### config.mk
export PLATFORM = sky130hd
export DESIGN_NAME = trng_health_reader
export DESIGN_NICKNAME = d
export VERILOG_FILES = /design/src/rtl/trng_health_reader.sv
export SDC_FILE = /design/constraint.sdc
export NUM_CORES = 1
export LEC_CHECK = 0
export ABC_AREA = 1
export BUFFER_PORTS_ARGS = -buffer_cell sky130_fd_sc_hd__buf_2
export CORE_UTILIZATION = 60
export CTS_CLUSTER_DIAMETER = 200
export DETAILED_ROUTE_END_ITERATION = 10
export PLACE_DENSITY_LB_ADDON = 0.3
export SETUP_SLACK_MARGIN = 0.4
export SLEW_MARGIN = 15
export SYNTH_ARGS = -nofsm -noshare
export SYNTH_HDL_FRONTEND = slang
export SYNTH_SLANG_ARGS = --single-unit
export TNS_END_PERCENT = 30
### constraint.sdc
create_clock -name i_clk -period 3.3 [get_ports i_clk]
set_input_delay 0.33 -clock i_clk [delete_from_list [all_inputs] [get_ports i_clk]]
set_output_delay 0.33 -clock i_clk [all_outputs]
set_load 0.05 [all_outputs]
### src/rtl/trng_health_reader.sv
// trng_health_reader: pulls TRNG words, runs RCT/APT health tests, forwards passing words via a show-ahead FIFO.
module trng_health_reader #(
    parameter int WIDTH         = 8,
    parameter int STARTUP_WORDS = 16,
    parameter int RCT_CUTOFF    = 5,
    parameter int APT_WINDOW    = 64,
    parameter int APT_CUTOFF    = 16,
    parameter int FIFO_DEPTH    = 4
) (
    input  logic             i_clk,
    input  logic             i_reset,
    input  logic [WIDTH-1:0] i_trng_dat,
    input  logic             i_trng_valid,
    output logic             o_trng_read,
    output logic [WIDTH-1:0] o_dat,
    output logic             o_valid,
    input  logic             i_ready,
    output logic             o_rct_fail,
    output logic             o_apt_fail,
    output logic             o_alarm,
    output logic             o_startup_done,
    input  logic             i_clear_alarm
);
    localparam int SW = $clog2(STARTUP_WORDS + 1);
    localparam int RW = $clog2(RCT_CUTOFF + 1);
    localparam int AW = $clog2(APT_WINDOW);
    localparam int MW = $clog2(APT_CUTOFF + 1);
    localparam int PW = $clog2(FIFO_DEPTH);
    localparam int CW = $clog2(FIFO_DEPTH + 1);

    typedef enum logic [1:0] {STARTUP, RUN, ALARM} state_t;
    state_t state, state_n;

    logic             acc, pop, push, fail, restart, rct_hit, apt_hit, first;
    logic [RW-1:0]    run, run_n;
    logic [MW-1:0]    match, match_n;
    logic [AW-1:0]    wpos;
    logic [SW-1:0]    scnt;
    logic [WIDTH-1:0] prev, ref_word;
    logic [WIDTH-1:0] mem [FIFO_DEPTH];
    logic [PW-1:0]    wr, rd, rd_n;
    logic [CW-1:0]    count, count_rest;

    assign o_trng_read    = state != ALARM && count != CW'(FIFO_DEPTH);
    assign o_valid        = state == RUN && count != '0;
    assign o_alarm        = state == ALARM;
    assign o_startup_done = state == RUN;

    always_comb begin
        acc        = i_trng_valid && o_trng_read;
        pop        = o_valid && i_ready;
        restart    = state == ALARM && i_clear_alarm;
        run_n      = (first || i_trng_dat != prev) ? RW'(1) :
                     (run == RW'(RCT_CUTOFF)) ? run : run + 1'b1;
        match_n    = (wpos == '0) ? MW'(1) :
                     (i_trng_dat == ref_word && match != MW'(APT_CUTOFF)) ? match + 1'b1 : match;
        rct_hit    = acc && run_n == RW'(RCT_CUTOFF);
        apt_hit    = acc && match_n == MW'(APT_CUTOFF);
        fail       = rct_hit || apt_hit;
        push       = acc && state == RUN && !fail;
        rd_n       = pop ? rd + 1'b1 : rd;
        count_rest = count - CW'(pop);
    end

    always_comb begin
        state_n = state;
        if (state == ALARM)
            state_n = i_clear_alarm ? STARTUP : ALARM;
        else if (fail)
            state_n = ALARM;
        else if (state == STARTUP && acc && scnt == SW'(STARTUP_WORDS - 1))
            state_n = RUN;
    end

    always_ff @(posedge i_clk) begin
        if (i_reset)
            state <= STARTUP;
        else
            state <= state_n;
    end

    // Health-test state restarts with every STARTUP entry so the first word seeds both tests.
    always_ff @(posedge i_clk) begin
        if (i_reset || restart) begin
            first    <= 1'b1;
            run      <= '0;
            prev     <= '0;
            wpos     <= '0;
            match    <= '0;
            ref_word <= '0;
            scnt     <= '0;
        end else if (acc) begin
            first <= 1'b0;
            run   <= run_n;
            prev  <= i_trng_dat;
            wpos  <= wpos + 1'b1;
            match <= match_n;
            if (wpos == '0)
                ref_word <= i_trng_dat;
            if (state == STARTUP)
                scnt <= scnt + 1'b1;
        end
    end

    always_ff @(posedge i_clk) begin
        if (i_reset || restart) begin
            o_rct_fail <= 1'b0;
            o_apt_fail <= 1'b0;
        end else begin
            if (rct_hit)
                o_rct_fail <= 1'b1;
            if (apt_hit)
                o_apt_fail <= 1'b1;
        end
    end

    always_ff @(posedge i_clk) begin
        if (push)
            mem[wr] <= i_trng_dat;
    end

    // o_dat is registered: it tracks the entry that becomes head after this cycle's pop/push.
    always_ff @(posedge i_clk) begin
        if (i_reset) begin
            wr    <= '0;
            rd    <= '0;
            count <= '0;
            o_dat <= '0;
        end else if (fail) begin
            wr    <= '0;
            rd    <= '0;
            count <= '0;
        end else begin
            if (push)
                wr <= wr + 1'b1;
            rd    <= rd_n;
            count <= count_rest + CW'(push);
            if (count_rest != '0 || push)
                o_dat <= (count_rest == '0) ? i_trng_dat : mem[rd_n];
        end
    end
endmodule
Yosys cells after proc, flatten, opt, wreduce, memory -nomap -nowiden:

Memory sizes are Yosys's and may differ from the RTL's.
Index checks and enable logic that the tools add are counted.

* bits of input ports: 13
* memory bits (writable): 32
* bits in registers: 55
* word-level logic and storage cells: 74
* memories kept: 1

Memories
* mem: words 4, width 8, read ports 1, clocked after Yosys merged registers in 0, wr ports 1, RTL line 40 `logic [WIDTH-1:0] mem [FIFO_DEPTH];`

* reduce and logical (&&, ||, !) cells: 27
* bitwise logic cells: 1
* multiplexer cells: 12
* equality and inequality tests: 11
* add/subtract/negate cells: 8

Operators by type and width (number)
* $logic_and 1x1->1: 12
* $add 5x1->5 const B: 2
* $mux 2: 5
* $mux 5: 2
* $reduce_bool 3->1: 3
* $eq 8x8->1: 1
* $mux 8: 1
* $ne 8x8->1: 1
* $add 6x1->6 const B: 1
* $eq 3x3->1 const B: 2
* $logic_not 6->1: 1
* $mux 3: 2
* $reduce_and 2->1: 3
* $eq 5x4->1 const B: 1
* $eq 5x5->1 const B: 1
* $ne 5x5->1 const B: 1
* $add 2x1->2 const B: 2
* $logic_or 1x1->1: 4
* $add 3x1->3: 1
* $add 3x1->3 const B: 1
* $logic_not 3->1: 1
* $ne 3x3->1 const B: 1
* $sub 3x1->3: 1
* $eq 2x1->1 const B: 1
* 7 further kinds: 8

Depth between registers and ports, before layout:

* depth in word-level cells: 11
* gate-level depth with buffers: 20
* depth with buffers taken out: 20

Least setup slack after synthesis:

Ideal clock, no wire load.

* path type: register -> register
* start point: reg state[1]
* end point: mem mem[0][0] (enable)
* path buffers: 0
* arrival time: 2.404 ns
* cell stages (with the launch flop): 13
* setup slack: 0.525 ns
* period minus slack after synthesis: 2.775 ns
* setup time: 0.371 ns
* cells stage by stage: dfxtp_1 inv_2 nor2_1 inv_2 nand2_1 inv_2 nand2_2 nor2_1 nand3_2 nor2_2 nand3_4 nand3_1 nor2_1

* word-level cells in the longest chain between the ends: 9
* elaborated cells between the ends (all ways): 12
* those cells by class: 2 x eq/ne; 2 x mux; 8 x reduce/logical

Ends and longest elaborated chain
* start: declaration: RTL line 32 `state_t state, state_n;`
* start signal: assignment: RTL line 79 `state <= state_n;`
* $ne 2x2->1 (*): RTL line 44 `assign o_trng_read = state != ALARM && count != CW'(FIFO_DEPTH);`
* $logic_and 1x1->1 (*): RTL line 44
* net o_trng_read: RTL line 14 `output logic o_trng_read,`
* $logic_and 1x1->1 (*): RTL line 50 `acc = i_trng_valid && o_trng_read;`
* $logic_and 1x1->1, on equally long branches: RTL line 57, 58
* $logic_or 1x1->1: RTL line 59 `fail = rct_hit || apt_hit;`
* $logic_not 1->1: RTL line 60 `push = acc && state == RUN && !fail;`
* $logic_and 1x1->1 (*): RTL line 60
* $mux 1 (*): RTL line 118 `if (push)`
* $mux 1 (not written as such) (*): RTL line 119 `mem[wr] <= i_trng_dat;`
* end: declaration: RTL line 40

The timed path passes the listed nets; every way through them passes the cells marked *.

Worst setup path after layout:

* start point: reg match[0]
* end point: reg count[2]

* word-level cells in the longest chain between the ends: 10
* elaborated cells between the ends (all ways): 12
* those cells by class: 2 x add/sub; 2 x eq/ne; 2 x mux; 6 x reduce/logical

Ends and longest elaborated chain
* start: declaration: RTL line 36 `logic [MW-1:0] match, match_n;`
* start signal: assignment: RTL line 97 `match <= match_n;`
* branches (longest 2 deep; another with $add 5x1->5)
* $mux 5 (*): RTL line 56 `(i_trng_dat == ref_word && match != MW'(APT_CUTOFF)) ? match + 1'b1 : match;`
* $mux 5 (*): RTL line 55 `match_n = (wpos == '0) ? MW'(1) :`
* $eq 5x5->1 (*): RTL line 58 `apt_hit = acc && match_n == MW'(APT_CUTOFF);`
* $logic_and 1x1->1 (*): RTL line 58
* $logic_or 1x1->1 (*): RTL line 59
* $logic_not 1->1 (*): RTL line 60
* $logic_and 1x1->1 (*): RTL line 60
* net push: RTL line 34 `logic acc, pop, push, fail, restart, rct_hit, apt_hit, first;`
* $add 3x1->3 (*): RTL line 137 `count <= count_rest + CW'(push);`
* end signal: assignment: RTL line 137
* end: declaration: RTL line 42 `logic [CW-1:0] count, count_rest;`

Mark *: on every way through the listed nets, which the timed path passes.
A chain may end at the register's enable or synchronous reset.

==> summary.md <==
| Metric | Value |
|---|---|
| Status | completed |
| Maximum fanout along the worst path | 14 |
| Routed via count | approximately 3600 |
| DRC Markers | 0 |
| Crit-path most repeated cell | inv_1 |
| Worst setup SP type | flip-flop |
| Synth warnings | 0 |
| Sequential area share after synthesis | 0.466 |
| FILL cells | about 590 |
| Layout Utilization | 0.697 |
| Starting DRC count in detailed routing | between 150 and 200 |
| DIE WIDTH | approximately 88 µm |
| Row cnt | 30 |
| Area Overhead vs Synth | 9.42% |
| Mean Syn Cell Area | 7.95 µm² |
| Core Region | 0.00694 mm² |
| Routability-driven placement congestion ratio | 0.883 |
| Netlist cell types | 37 |
| Period minus WS final | ~2.7 ns |
| Leak | approximately 2.1 nW |
| Die Area | approximately 0.0077 mm² |
| Setup slack, reg-to-reg | 0.60 ns |
| Maxcap violations | 0 |
| Crit Path Category | reg2reg |
| Dpl ws | between 0.5 and 0.6 ns |
| Placed wire-length estimate | approximately 6.6 mm |
| CP required | ~3.5 ns |
| Layout net count | about 620 |
| CTS clock-pin slew for the worst setup and hold paths | about 0.09 ns |
| Clock latency at the later pin of the worst-skew pair | ~0.36 ns |
| GRT Util Overall | 0.270 |
| CP max stage cell | dfxtp_1 |
| Routed WL | 9.35 mm |
| Worst slew pin tran | 0.718 ns |
| Post-synth top flop | dfxtp_1 |
| Final setup fails | 0 |
| Synth area leaders | dfxtp_1 (25%), edfxtp_1 (22%), inv_1 (8.1%) |
| H-Tree Depth | 3 |
| Reg-to-Reg End | count[2] |
| Initial core utilization | 0.637 |
| Vias per cell | roughly 5.3 |
| Vias in the first global route | approximately 3500 |
| DR WL/cell | between 10 and 15 µm |
| F_max | ~370 MHz |
| # diodes | 0 |
| Setup TNS | 0 ns |
| Fraction of synthesized cell area taken by the top area cell type | 0.249 |
| EDFF count, synth | 32 |
| FFs w/ async S/R, synth | 0 |
| Cell Pwr Density | 415 mW/mm² |
| Cell taking the most area after synthesis | dfxtp_1 |
| Max Slew Vio Count | 0 |
| Die height | 87.8 µm |
| CP Launch Point | match[0] |
| Crit share post-route | 0.818 |
| I/O pin count | 27 |
| Synthesized cell area | 0.00442 mm² |
| Crit path capture | count[2] |
| CP arrival | between 2 and 3 ns |
| Final setup margin | approximately 0.6 ns |
| CTS tree | done |
| Layout Skew | 0.00977 ns |
| First-pass GRT wire length | 15.8 mm |
| Pin count of the biggest net entering global routing | 31 |
| Clock sinks | 87 |
| Reg2Reg Depth | 19 |
| CP Cell Sequence | inv_1 > ha_1 > nand2_1 > inv_1 > nand2_2 > nand3_2 > nor2_4 > nand2_4 > nand2_1 > nand3_2 > nor2_2 > nand3_4 > nand3_2 > inv_1 > ha_1 > ha_1 > xor2_1 > inv_1 > nor2_1 |
| Maximum VDD drop | around 210 µV |
| Post-DP Area | between 0.004 and 0.005 mm² |
| Initial antenna violation count | 0 |
| Drt pass-1 iters | 4 |
| Worst hold path type | in2reg |
| Port Buf Inserts | 26 |
| Layout cells sized above 1 | 0.139 |
| CTS max path bufs | 2 |
| GRT overflow | 0 |
| Setup crit end kind | flip-flop |
| Design Area, Final | 0.00484 mm² |
| Slew margin rel. | 0.521 |
| RSZ-0062 raised after global routing | no |
| Routed Antenna Nets | 0 |
| Worst r2r src | match[0] |
| Slowest cell delay on critical path | about 0.38 ns |
| CTS Buf Count | 9 |
| Count of final hold-check violations | 0 |
| Gate Count Post-Synth | roughly 560 |
| CTS root buffer | clkbuf_8 |
| Yosys reg bits | 87 |
| Post-Synthesis Net Count | between 500 and 600 |
## sequential cells by signal (all words and copies together) (netlist names), 2 cells and up
signal    flops
wr            2
wpos          6
mem          32
state         2
ref_word      8
prev          8
match         5
o_dat         8
rd            2
scnt          5
count         3
run           3
## worst min path at each step
stage | startpoint | to | slack, ns | cells after the start
2_1_floorplan | first | first | 0.42 | 2
3_3_place_gp | first | first | 0.43 | 2
3_5_place_dp | o_rct_fail | o_rct_fail | 0.44 | 2
4_1_cts | i_trng_dat[4] | mem[2][4] | 0.24 | 1
5_1_grt | i_trng_dat[4] | mem[2][4] | 0.25 | 1
6_report | i_trng_dat[4] | mem[2][4] | 0.26 | 1
## layout by cell type, fill, tap and decap left out, types with 8 or more instances in the layout
| master | n |
|---|---|
| nand3_1 | 31 |
| inv_1 | 96 |
| nand3b_1 | 17 |
| inv_2 | 11 |
| o21ai_0 | 26 |
| buf_2 | 26 |
| dfxtp_1 | 55 |
| ha_1 | 16 |
| buf_4 | 8 |
| nand2_1 | 92 |
| a21oi_1 | 46 |
| nand4_1 | 11 |
| nor3_1 | 8 |
| edfxtp_1 | 32 |
| nor2_1 | 55 |
| clkbuf_8 | 9 |
## power by group
part | total [mW] | internal (mW) | leakage [nW] | switching, mW
Sequential | 1.16 | 1.14 | 0.737 | 0.0213
Clock | 0.666 | 0.273 | 0.0817 | 0.393
Combinational | 0.183 | 0.0626 | 1.33 | 0.120
Total | 2.01 | 1.47 | 2.15 | 0.534
## metal layers
metal / vias to the layer above / track usage / wire length, µm
met5: - / 0 / 0
met4: 0 / 0.110 / 229
met3: 23 / 0.0537 / 469
met2: 95 / 0.475 / 4670
met1: 1648 / 0.323 / 3980
li1: 1853 / - / -
## what timing repair did
action / in CTS / in global routing
endpoints found under the setup margin: 0 / 2
gates resized for setup: 0 / 1
setup buffers: 0 / 0
hold buffers: 0 / 0
## synthesized netlist by cell type (all sizes together), types with 8 or more instances
master and n:
buf 8, edfxtp 32, a21oi 46, ha 16
nand3 37, nand4 13, nand3b 17, nor3 8
o21ai 29, nand2 99, inv 107, dfxtp 55
nor2 61
## worst max-delay path, delay by kind of cell (launching register included)
kind                       cells  cell delay [ns]
and+or+nand+nor               11             1.18
adders and majority gates      3             0.60
DFF                            1             0.38
buffers and inverters          4             0.25
xor gates and xnor gates       1             0.16
## logic make-up after synthesis
group	Yosys count	share of synthesized area
AOI/OAI and AO/OA	83	0.0982
adders and majority gates	16	0.0453
xor gates and xnor gates	11	0.0218
DFF	87	0.466
buffers and inverters	122	0.108
and+or+nand+nor	237	0.261
## final cells by class
type / count / area, µm² / share of cell area
Multi-Input combinational cell: 347 / 1890 / 0.390
Clock inverter: 7 / 48.8 / 0.0101
Inverter: 108 / 405 / 0.0838
Sequential cell: 87 / 2060 / 0.426
Clock buffer: 9 / 124 / 0.0256
Tap cell: 96 / 120 / 0.0248
Timing Repair Buffer: 34 / 190 / 0.0393
## per-stage QoR
stage	hold slack (ns)	cells	total power, mW
after global routing	0.252	688	2.09
after floorplan	0.420	556	1.31
after CTS	0.241	688	2.02
after detailed placement	0.438	672	1.36
final	0.256	688	2.01
after global placement	0.434	672	1.35
No activity file was read; power rests on OpenSTA's default activity.
